<file path="src/rtl/cachepool_l2_rd_responder.sv">
// AXI4 read responder for one L2 channel: un-scrambles AR addresses, issues
// single-cycle SRAM reads and returns R beats in order through a credit buffer.
module cachepool_l2_rd_responder #(
    parameter int AddrWidth      = 32,
    parameter int DataWidth      = 128,
    parameter int IdWidth        = 8,
    parameter int ConstantBits   = 10,
    parameter int ScrambleBits   = 2,
    parameter int SizeOffsetBits = 28,
    parameter int BufDepth       = 2
) (
    input  logic                 clk_i,
    input  logic                 rst_ni,
    input  logic                 ar_valid_i,
    output logic                 ar_ready_o,
    input  logic [IdWidth-1:0]   ar_id_i,
    input  logic [AddrWidth-1:0] ar_addr_i,
    input  logic [7:0]           ar_len_i,
    input  logic [2:0]           ar_size_i,
    input  logic [1:0]           ar_burst_i,
    output logic                 r_valid_o,
    input  logic                 r_ready_i,
    output logic [IdWidth-1:0]   r_id_o,
    output logic [DataWidth-1:0] r_data_o,
    output logic [1:0]           r_resp_o,
    output logic                 r_last_o,
    output logic                 mem_req_o,
    output logic [AddrWidth-1:0] mem_addr_o,
    input  logic [DataWidth-1:0] mem_rdata_i
);
    localparam int InterBits = SizeOffsetBits - ConstantBits;
    localparam int UpperBits = AddrWidth - ScrambleBits - SizeOffsetBits;
    localparam int OffBits   = $clog2(DataWidth / 8);
    localparam int PtrW      = $clog2(BufDepth);
    localparam int CntW      = $clog2(BufDepth + 1);
    localparam logic [CntW:0] Depth   = (CntW + 1)'(BufDepth);
    localparam logic [2:0]    MaxSize = 3'(OffBits);

    typedef enum logic [1:0] {S_IDLE, S_BURST, S_ERR} state_e;

    state_e                 r_state, w_state_nxt;
    logic                   r_live;
    logic [IdWidth-1:0]     r_id;
    logic [AddrWidth-1:0]   r_addr;
    logic [7:0]             r_len, r_beat;
    logic [2:0]             r_size;
    logic                   r_fixed;
    logic                   r_infl, r_infl_last, r_infl_err;
    logic [IdWidth-1:0]     r_infl_id;
    logic [CntW-1:0]        r_occ;
    logic [PtrW-1:0]        r_wptr, r_rptr;
    logic [IdWidth-1:0]     r_buf_id   [BufDepth];
    logic [DataWidth-1:0]   r_buf_data [BufDepth];
    logic [1:0]             r_buf_resp [BufDepth];
    logic                   r_buf_last [BufDepth];

    logic [AddrWidth-1:0]   w_revert;
    logic                   w_ar_ready, w_ar_hs, w_bad, w_issue, w_last;
    logic [CntW:0]          w_used;
    logic                   w_credit, w_head_buf, w_bypass, w_push, w_pop_buf;
    logic [DataWidth-1:0]   w_in_data;
    logic [1:0]             w_in_resp;

    assign w_revert = {ar_addr_i[AddrWidth-1 -: UpperBits],
                       ar_addr_i[ConstantBits+InterBits-1:ConstantBits],
                       ar_addr_i[SizeOffsetBits+ScrambleBits-1:SizeOffsetBits],
                       ar_addr_i[ConstantBits-1:0]};

    assign w_bad   = ar_burst_i[1] | (ar_size_i > MaxSize);
    assign w_last  = (r_beat == r_len);
    assign w_ar_hs = ar_valid_i & w_ar_ready;

    // A pop this cycle frees a slot, keeping back-to-back issue at full rate.
    assign w_used   = {1'b0, r_occ} + {{CntW{1'b0}}, r_infl};
    assign w_credit = (w_used < Depth) | (r_valid_o & r_ready_i);

    always_comb begin
        w_state_nxt = r_state;
        w_issue     = 1'b0;
        w_ar_ready  = 1'b0;
        unique case (r_state)
            S_IDLE: begin
                w_ar_ready = r_live;
                if (ar_valid_i && r_live)
                    w_state_nxt = w_bad ? S_ERR : S_BURST;
            end
            S_BURST, S_ERR: begin
                w_issue = w_credit;
                if (w_credit && w_last)
                    w_state_nxt = S_IDLE;
            end
            default: w_state_nxt = S_IDLE;
        endcase
    end

    assign ar_ready_o = w_ar_ready;
    assign mem_req_o  = w_issue & (r_state == S_BURST);
    assign mem_addr_o = mem_req_o ? {r_addr[AddrWidth-1:OffBits], {OffBits{1'b0}}} : '0;

    // Returning read bypasses the buffer straight to R when the buffer is empty.
    assign w_head_buf = (r_occ != '0);
    assign w_in_data  = r_infl_err ? '0 : mem_rdata_i;
    assign w_in_resp  = r_infl_err ? 2'b10 : 2'b00;
    assign w_bypass   = r_infl & ~w_head_buf & r_ready_i;
    assign w_push     = r_infl & ~w_bypass;
    assign w_pop_buf  = w_head_buf & r_ready_i;

    assign r_valid_o = w_head_buf | r_infl;
    assign r_id_o    = w_head_buf ? r_buf_id[r_rptr]   : (r_infl ? r_infl_id   : '0);
    assign r_data_o  = w_head_buf ? r_buf_data[r_rptr] : (r_infl ? w_in_data   : '0);
    assign r_resp_o  = w_head_buf ? r_buf_resp[r_rptr] : (r_infl ? w_in_resp   : 2'b00);
    assign r_last_o  = w_head_buf ? r_buf_last[r_rptr] : (r_infl & r_infl_last);

    always_ff @(posedge clk_i or negedge rst_ni) begin
        if (!rst_ni) begin
            r_state     <= S_IDLE;
            r_live      <= 1'b0;
            r_id        <= '0;
            r_addr      <= '0;
            r_len       <= '0;
            r_size      <= '0;
            r_fixed     <= 1'b0;
            r_beat      <= '0;
            r_infl      <= 1'b0;
            r_infl_id   <= '0;
            r_infl_last <= 1'b0;
            r_infl_err  <= 1'b0;
            r_occ       <= '0;
            r_wptr      <= '0;
            r_rptr      <= '0;
        end else begin
            r_state     <= w_state_nxt;
            r_live      <= 1'b1;
            r_infl      <= w_issue;
            r_infl_id   <= r_id;
            r_infl_last <= w_last;
            r_infl_err  <= (r_state == S_ERR);
            if (w_ar_hs) begin
                r_id    <= ar_id_i;
                r_addr  <= w_revert;
                r_len   <= ar_len_i;
                r_size  <= ar_size_i;
                r_fixed <= ~ar_burst_i[0];
                r_beat  <= '0;
            end else if (w_issue) begin
                r_beat <= r_beat + 8'd1;
                if (!r_fixed)
                    r_addr <= r_addr + (AddrWidth'(1) << r_size);
            end
            if (w_push)
                r_wptr <= r_wptr + 1'b1;
            if (w_pop_buf)
                r_rptr <= r_rptr + 1'b1;
            r_occ <= r_occ + CntW'(w_push) - CntW'(w_pop_buf);
        end
    end

    always_ff @(posedge clk_i) begin
        if (w_push) begin
            r_buf_id[r_wptr]   <= r_infl_id;
            r_buf_data[r_wptr] <= w_in_data;
            r_buf_resp[r_wptr] <= w_in_resp;
            r_buf_last[r_wptr] <= r_infl_last;
        end
    end

endmodule

</file>
<file path="config.mk">
export PLATFORM = sky130hd
export DESIGN_NAME = cachepool_l2_rd_responder
export DESIGN_NICKNAME = d
export VERILOG_FILES = /design/src/rtl/cachepool_l2_rd_responder.sv
export SDC_FILE = /design/constraint.sdc
export NUM_CORES = 1
export LEC_CHECK = 0
export ABC_AREA = 1
export CAP_MARGIN = 10
export CELL_PAD_IN_SITES_DETAIL_PLACEMENT = 1
export CELL_PAD_IN_SITES_GLOBAL_PLACEMENT = 1
export CORE_MARGIN = 2
export CORE_UTILIZATION = 36
export CTS_BUF_LIST = sky130_fd_sc_hd__clkbuf_8
export DETAILED_ROUTE_END_ITERATION = 10
export PLACE_DENSITY_LB_ADDON = 0.1
export REMOVE_ABC_BUFFERS = 1
export SETUP_SLACK_MARGIN = 0.02
export SLEW_MARGIN = 25
export SYNTH_ARGS = -nofsm -noshare
export SYNTH_HDL_FRONTEND = slang
export SYNTH_SLANG_ARGS = --single-unit
</file>
<file path="constraint.sdc">
create_clock -name clk_i -period 6.5 [get_ports clk_i]
set_input_delay 0.975 -clock clk_i [delete_from_list [all_inputs] [get_ports clk_i]]
set_output_delay 0.975 -clock clk_i [all_outputs]
set_load 0.005 [all_outputs]
</file>
After elaboration in Yosys (flattened, before gate mapping)
Memories as Yosys holds them, arrays and structs flattened.
Cells that the tools add are included.
- flip-flop bits (word level): 78
- RAM bits: 278
- bits of input ports: 185
- output and inout port bits: 174
- word-level logic and storage cells: 80
- memories kept: 4
- memories (memory ; words ; width ; read ports ; clocked after Yosys merged registers in ; write ports ; line ; source):
    r_buf_data ; 2 ; 128 ; 1 ; 0 ; 1 ; 53 ; logic [DataWidth-1:0] r_buf_data [BufDepth];
    r_buf_id ; 2 ; 8 ; 1 ; 0 ; 1 ; 52 ; logic [IdWidth-1:0] r_buf_id [BufDepth];
    r_buf_resp ; 2 ; 2 ; 1 ; 0 ; 1 ; 54 ; logic [1:0] r_buf_resp [BufDepth];
    r_buf_last ; 2 ; 1 ; 1 ; 0 ; 1 ; 55 ; logic r_buf_last [BufDepth];
- $add $sub $neg: 7
- magnitude comparators: 2
- equal/unequal tests: 6
- shift operators: 1
- multiplexer cells: 23
- bitwise logic cells: 14
- reductions and logical operators: 8
- operators with widths (cell ; count):
    $mux 128 ; 3
    $mux 32 ; 4
    $add 32x32->32 ; 1
    $mux 8 ; 4
    $shl 1x3->32 const A ; 1
    $mux 2 ; 6
    $add 8x1->8 const B ; 1
    $and 1x1->1 ; 8
    $eq 8x8->1 ; 1
    $mux 1 ; 5
    $ne 2x2->1 const B ; 2
    $pmux 2 s2 ; 1
    $reduce_and 2->1 ; 2
    $reduce_bool 2->1 ; 2
    $add 2x1->3 ; 1
    $gt 3x3->1 const B ; 1
    $lt 3x2->1 const B ; 1
    $not 1->1 ; 3
    $or 1x1->1 ; 3
    $add 1x1->1 const B ; 2
    $add 2x1->2 ; 1
    $eq 2x1->1 const B ; 1
    $eq 2x2->1 const B ; 1
    $logic_and 1x1->1 ; 2
    4 further kinds ; 4

Logic depth before layout (Yosys ltp)
- word-level depth: 8
- gate-level depth with buffers: 14
- depth with buffers taken out: 14

Least setup slack after synthesis
OpenSTA, ideal clock, no wires.
- path type: input to register
- start: input r_ready_i
- end: memory r_buf_data[0][0] (enable)
- arrival: 7.013 ns
- required time: 5.862 ns
- path slack: -1.151 ns
- cell stages on the path: 3
- cell sequence: inv_1 o21ai_0 nor2_1
- longest elaborated chain between the ends: 5
- ends and longest elaborated chain (what ; line ; source):
    start, declared ; 22 ; input logic r_ready_i,
    $and 1x1->1 ; 104 ; assign w_bypass = r_infl & ~w_head_buf & r_ready_i;
    $not 1->1 ; 105 ; assign w_push = r_infl & ~w_bypass;
    $and 1x1->1 ; 105 ;
    $mux 1 ; 159 ; if (w_push) begin
    $mux 1 (not written as such) ; 161 ; r_buf_data[r_wptr] <= w_in_data;
    end, declared ; 53 ;
Every way passes these cells.

Worst setup path after layout
- start: register r_rptr
- end: output r_data_o[84]
- longest elaborated chain between the ends: 2
- ends and longest elaborated chain (what ; line ; source):
    start, declared ; 51 ; logic [PtrW-1:0] r_wptr, r_rptr;
    start signal, assigned ; 153 ; r_rptr <= r_rptr + 1'b1;
    $mem_v2 2x128 ; - ;
    $mux 128 ; 110 ; assign r_data_o = w_head_buf ? r_buf_data[r_rptr] : (r_infl ? w_in_data : '0);
    end, declared ; 24 ; output logic [DataWidth-1:0] r_data_o,
Every way passes these cells.

==> flow_metrics.py <==
metrics = {
    "route": {
        "drc": 0,
        "dr.first_iter.drc_count": 798,
        "vias_per_cell": 5.07,
        "routed_wl_um": 54700,
        "num_vias": 14000,
        "wire_per_inst_um": 19.8,
        "dr.pass1.iters": 5,
        "ant_nets": 0,
    },
    "sta": {
        "hold_violations": 0,
        "post-route-period-util": 0.700,
        "period_needed_ns": 4.55,
        "slew_viol_final": 0,
        "setup_tns_ns": 0,
        "clock.fmax_ghz": 0.220,
        "grt_setup_unrepaired": "false",
        "tightestPinTransition_ns": 0.994,
        "setup_viol": 0,
        "max_slew_margin": 0.338,
        "final.setup_skew_ns": 0.0253,
    },
    "logic_synthesis": {
        "ys_types": 40,
        "synth_area_sq_um": 16700,
        "synth_edf_count": 276,
        "synthTopCellsByArea": "edfxtp_1, dfrtp_1, nand2_1",
        "yosys_warnings": 0,
        "async_reset_ff_frac": 0.220,
        "ys.flop_type": "edfxtp_1",
        "yosysMostFrequentCell": "nand2_1",
        "synth_common_cells": "nand2_1, edfxtp_1, inv_1",
        "ys_seq_area_frac": 0.613,
        "synth_top_area_frac": 0.497,
        "syn-instance-count": 1768,
        "syn_area_per_cell_sq_um": 9.44,
        "yosys_register_bits": 354,
        "netlist.top_cell.by_area": "edfxtp_1",
    },
    "global_route": {
        "overflow": 0,
        "met3_usage": 0.0516,
        "grtUsageMet2": 0.385,
        "grt_usage": 0.227,
        "grtUsageMet1": 0.282,
        "grt_pass1_wl_um": 84000,
        "top_usage_layer": "met2",
        "antenna_found_initial": 9,
        "grt_pass1_vias": 15100,
        "grt_max_degree": 122,
    },
    "cts": {
        "holdBufCountCts": 0,
        "ctsResizeCount": 0,
        "clock_sinks": 354,
        "clk_path_buf_depth": 3,
        "clockRootBuffer": "clkbuf_8",
        "postCtsSetupBuffers": 0,
        "clk_latency_ns": 0.61,
        "numCtsBuffers": 66,
        "cts_max_level": 3,
        "cts_tree": "built",
        "cts.clk_slew.worst_paths_ns": 0.05,
    },
    "worst_setup_path": {
        "r2r_cells": 12,
        "regToRegStartpoint": "r_state[0]",
        "path_max_fanout": 79,
        "critPathLaunchType": "flop",
        "slowest_delay_ns": 0.77,
        "worst_path_max_delay_cell": "inv_4",
        "crit_start": "r_rptr",
        "crit_chain": "inv_4, buf_4, nor2_1, o22ai_1, clkdlybuf4s50_1",
        "endpoint_kind": "primary output",
        "crit_type": "reg -> out",
        "crit_end": "r_data_o[84]",
        "rrSetupSlack_ns": 3.19,
        "cp_data_arrival_time_ns": 3.57,
        "worstPathRequired_ns": 5.52,
        "r2r-end": "r_addr[10]",
    },
    "finish": {
        "syn_to_final_growth_pct": 31.7,
        "design_area_sq_um": 22000,
        "final_cells": 2760,
        "fin_nets": 2306,
        "drive_gt1_frac": 0.0617,
    },
    "outcome": {
        "status": "finished clean",
    },
    "floorplan": {
        "core_area_sq_um": 45600,
        "dieHeight_um": 219,
        "io_pins": 359,
        "die-area_sq_um": 48100,
        "start_util": 0.366,
        "num_rows": 78,
        "die_w_um": 219,
    },
    "placed_design": {
        "portBuffers": 353,
        "dp_cells": 2638,
        "globalplace.congestion": 0.844,
        "dpl-instance-area_sq_um": 20700,
        "place_hpwl_um": 35900,
    },
    "power_and_ir_drop": {
        "p_per_area_nw_per_um2": 470,
        "p_leak_nw": 9.28,
        "ir_drop_mv": 0.225,
    },
    "flow_run": {
        "cap_violations": 0,
    },
    "min_path": {
        "min_path_type": "in -> async",
    },
}
[layout make-up]
type	count	area, sq um
fillers	5207	23600
flip-flops and latches	354	10200
multi-input cells	1081	5120
well taps	600	751
inverters	236	896
clock inverters	47	314
diodes	6	15.0
clock buffers	69	950
repair buffers	367	3690
[power breakdown]
group / total [mW] / internal [mW] / switching (mW)
combinational: 4.72 / 2.02 / 2.69
sequential: 3.52 / 3.19 / 0.335
clock: 2.10 / 1.14 / 0.954
[state kept, by name (all words and copies together) (netlist names), 2 cells and up]
name and flops:
r_addr 32, r_beat 8, r_buf_data 256, r_buf_id 16, r_buf_last 2, r_buf_resp 2
r_id 8, r_infl_id 8, r_len 8, r_occ 2, r_size 3, r_state 2
[placed cells by master (no fill, tap or decap), types with 7 or more instances in the layout]
master / count
clkinv_1: 7
xor2_1: 10
o21ai_0: 169
clkdlybuf4s50_1: 352
inv_2: 7
buf_4: 11
nand3_1: 73
o22ai_1: 133
nor3_1: 16
nand4_1: 7
a21oi_1: 19
ha_1: 14
nand2_1: 360
dfrtp_1: 77
edfxtp_1: 276
nor2_1: 225
inv_1: 251
clkbuf_8: 69
o21ai_1: 17
[through the flow]
step,setup WS (ns),hold slack (ns),utilization,power (mW)
2_1_floorplan,-1.60,0.354,-,5.84
3_3_place_gp,2.28,0.362,0.454,8.20
3_5_place_dp,2.11,0.362,0.454,8.33
4_1_cts,1.80,0.299,0.482,10.5
5_1_grt,1.66,0.328,0.482,11.1
6_report,1.95,0.334,0.482,10.3
[worst max-delay path, delay by kind of cell, from the launching register on]
| kind | cells | cell delay [ns] |
|---|---|---|
| AO/OA/AOI/OAI | 1 | 0.23 |
| buffers and inverters | 3 | 1.87 |
| flip-flops | 1 | 0.72 |
| AND/OR/NAND/NOR | 1 | 0.08 |
[layer usage]
layer | part of all wire | routed length, um | vias up
met5 | 0.00058 | 32 | -
met3 | 0.058 | 3180 | 107
li1 | - | - | 6622
met4 | 0.030 | 1660 | 6
met2 | 0.49 | 26600 | 331
met1 | 0.42 | 23200 | 6937
[how the worst min path moves through the flow]
stage / start / endpoint / slack, ns / cells past startpoint
final: rst_ni / r_beat[7] / 0.33 / 1
after global routing: rst_ni / r_infl_id[4] / 0.33 / 1
after CTS: rst_ni / r_addr[24] / 0.30 / 1
after detailed placement: r_id[0] / r_infl_id[0] / 0.36 / 0
after global placement: r_id[0] / r_infl_id[0] / 0.36 / 0
after floorplan: r_id[0] / r_infl_id[0] / 0.35 / 0
[logic make-up (layout without fill, tap and decap cells)]
| logic type | after synthesis | after routing | share of synthesized area |
|---|---|---|---|
| and+or+nand+nor | 704 | 704 | 0.171 |
| DFF | 354 | 354 | 0.613 |
| other | 2 | 12 | 0.000450 |
| adders and majority gates | 15 | 15 | 0.0117 |
| xor gates and xnor gates | 12 | 12 | 0.00630 |
| AOI/OAI and AO/OA | 344 | 344 | 0.114 |
| buffers and inverters | 337 | 719 | 0.0825 |
Power figures use the tool's default switching activity.
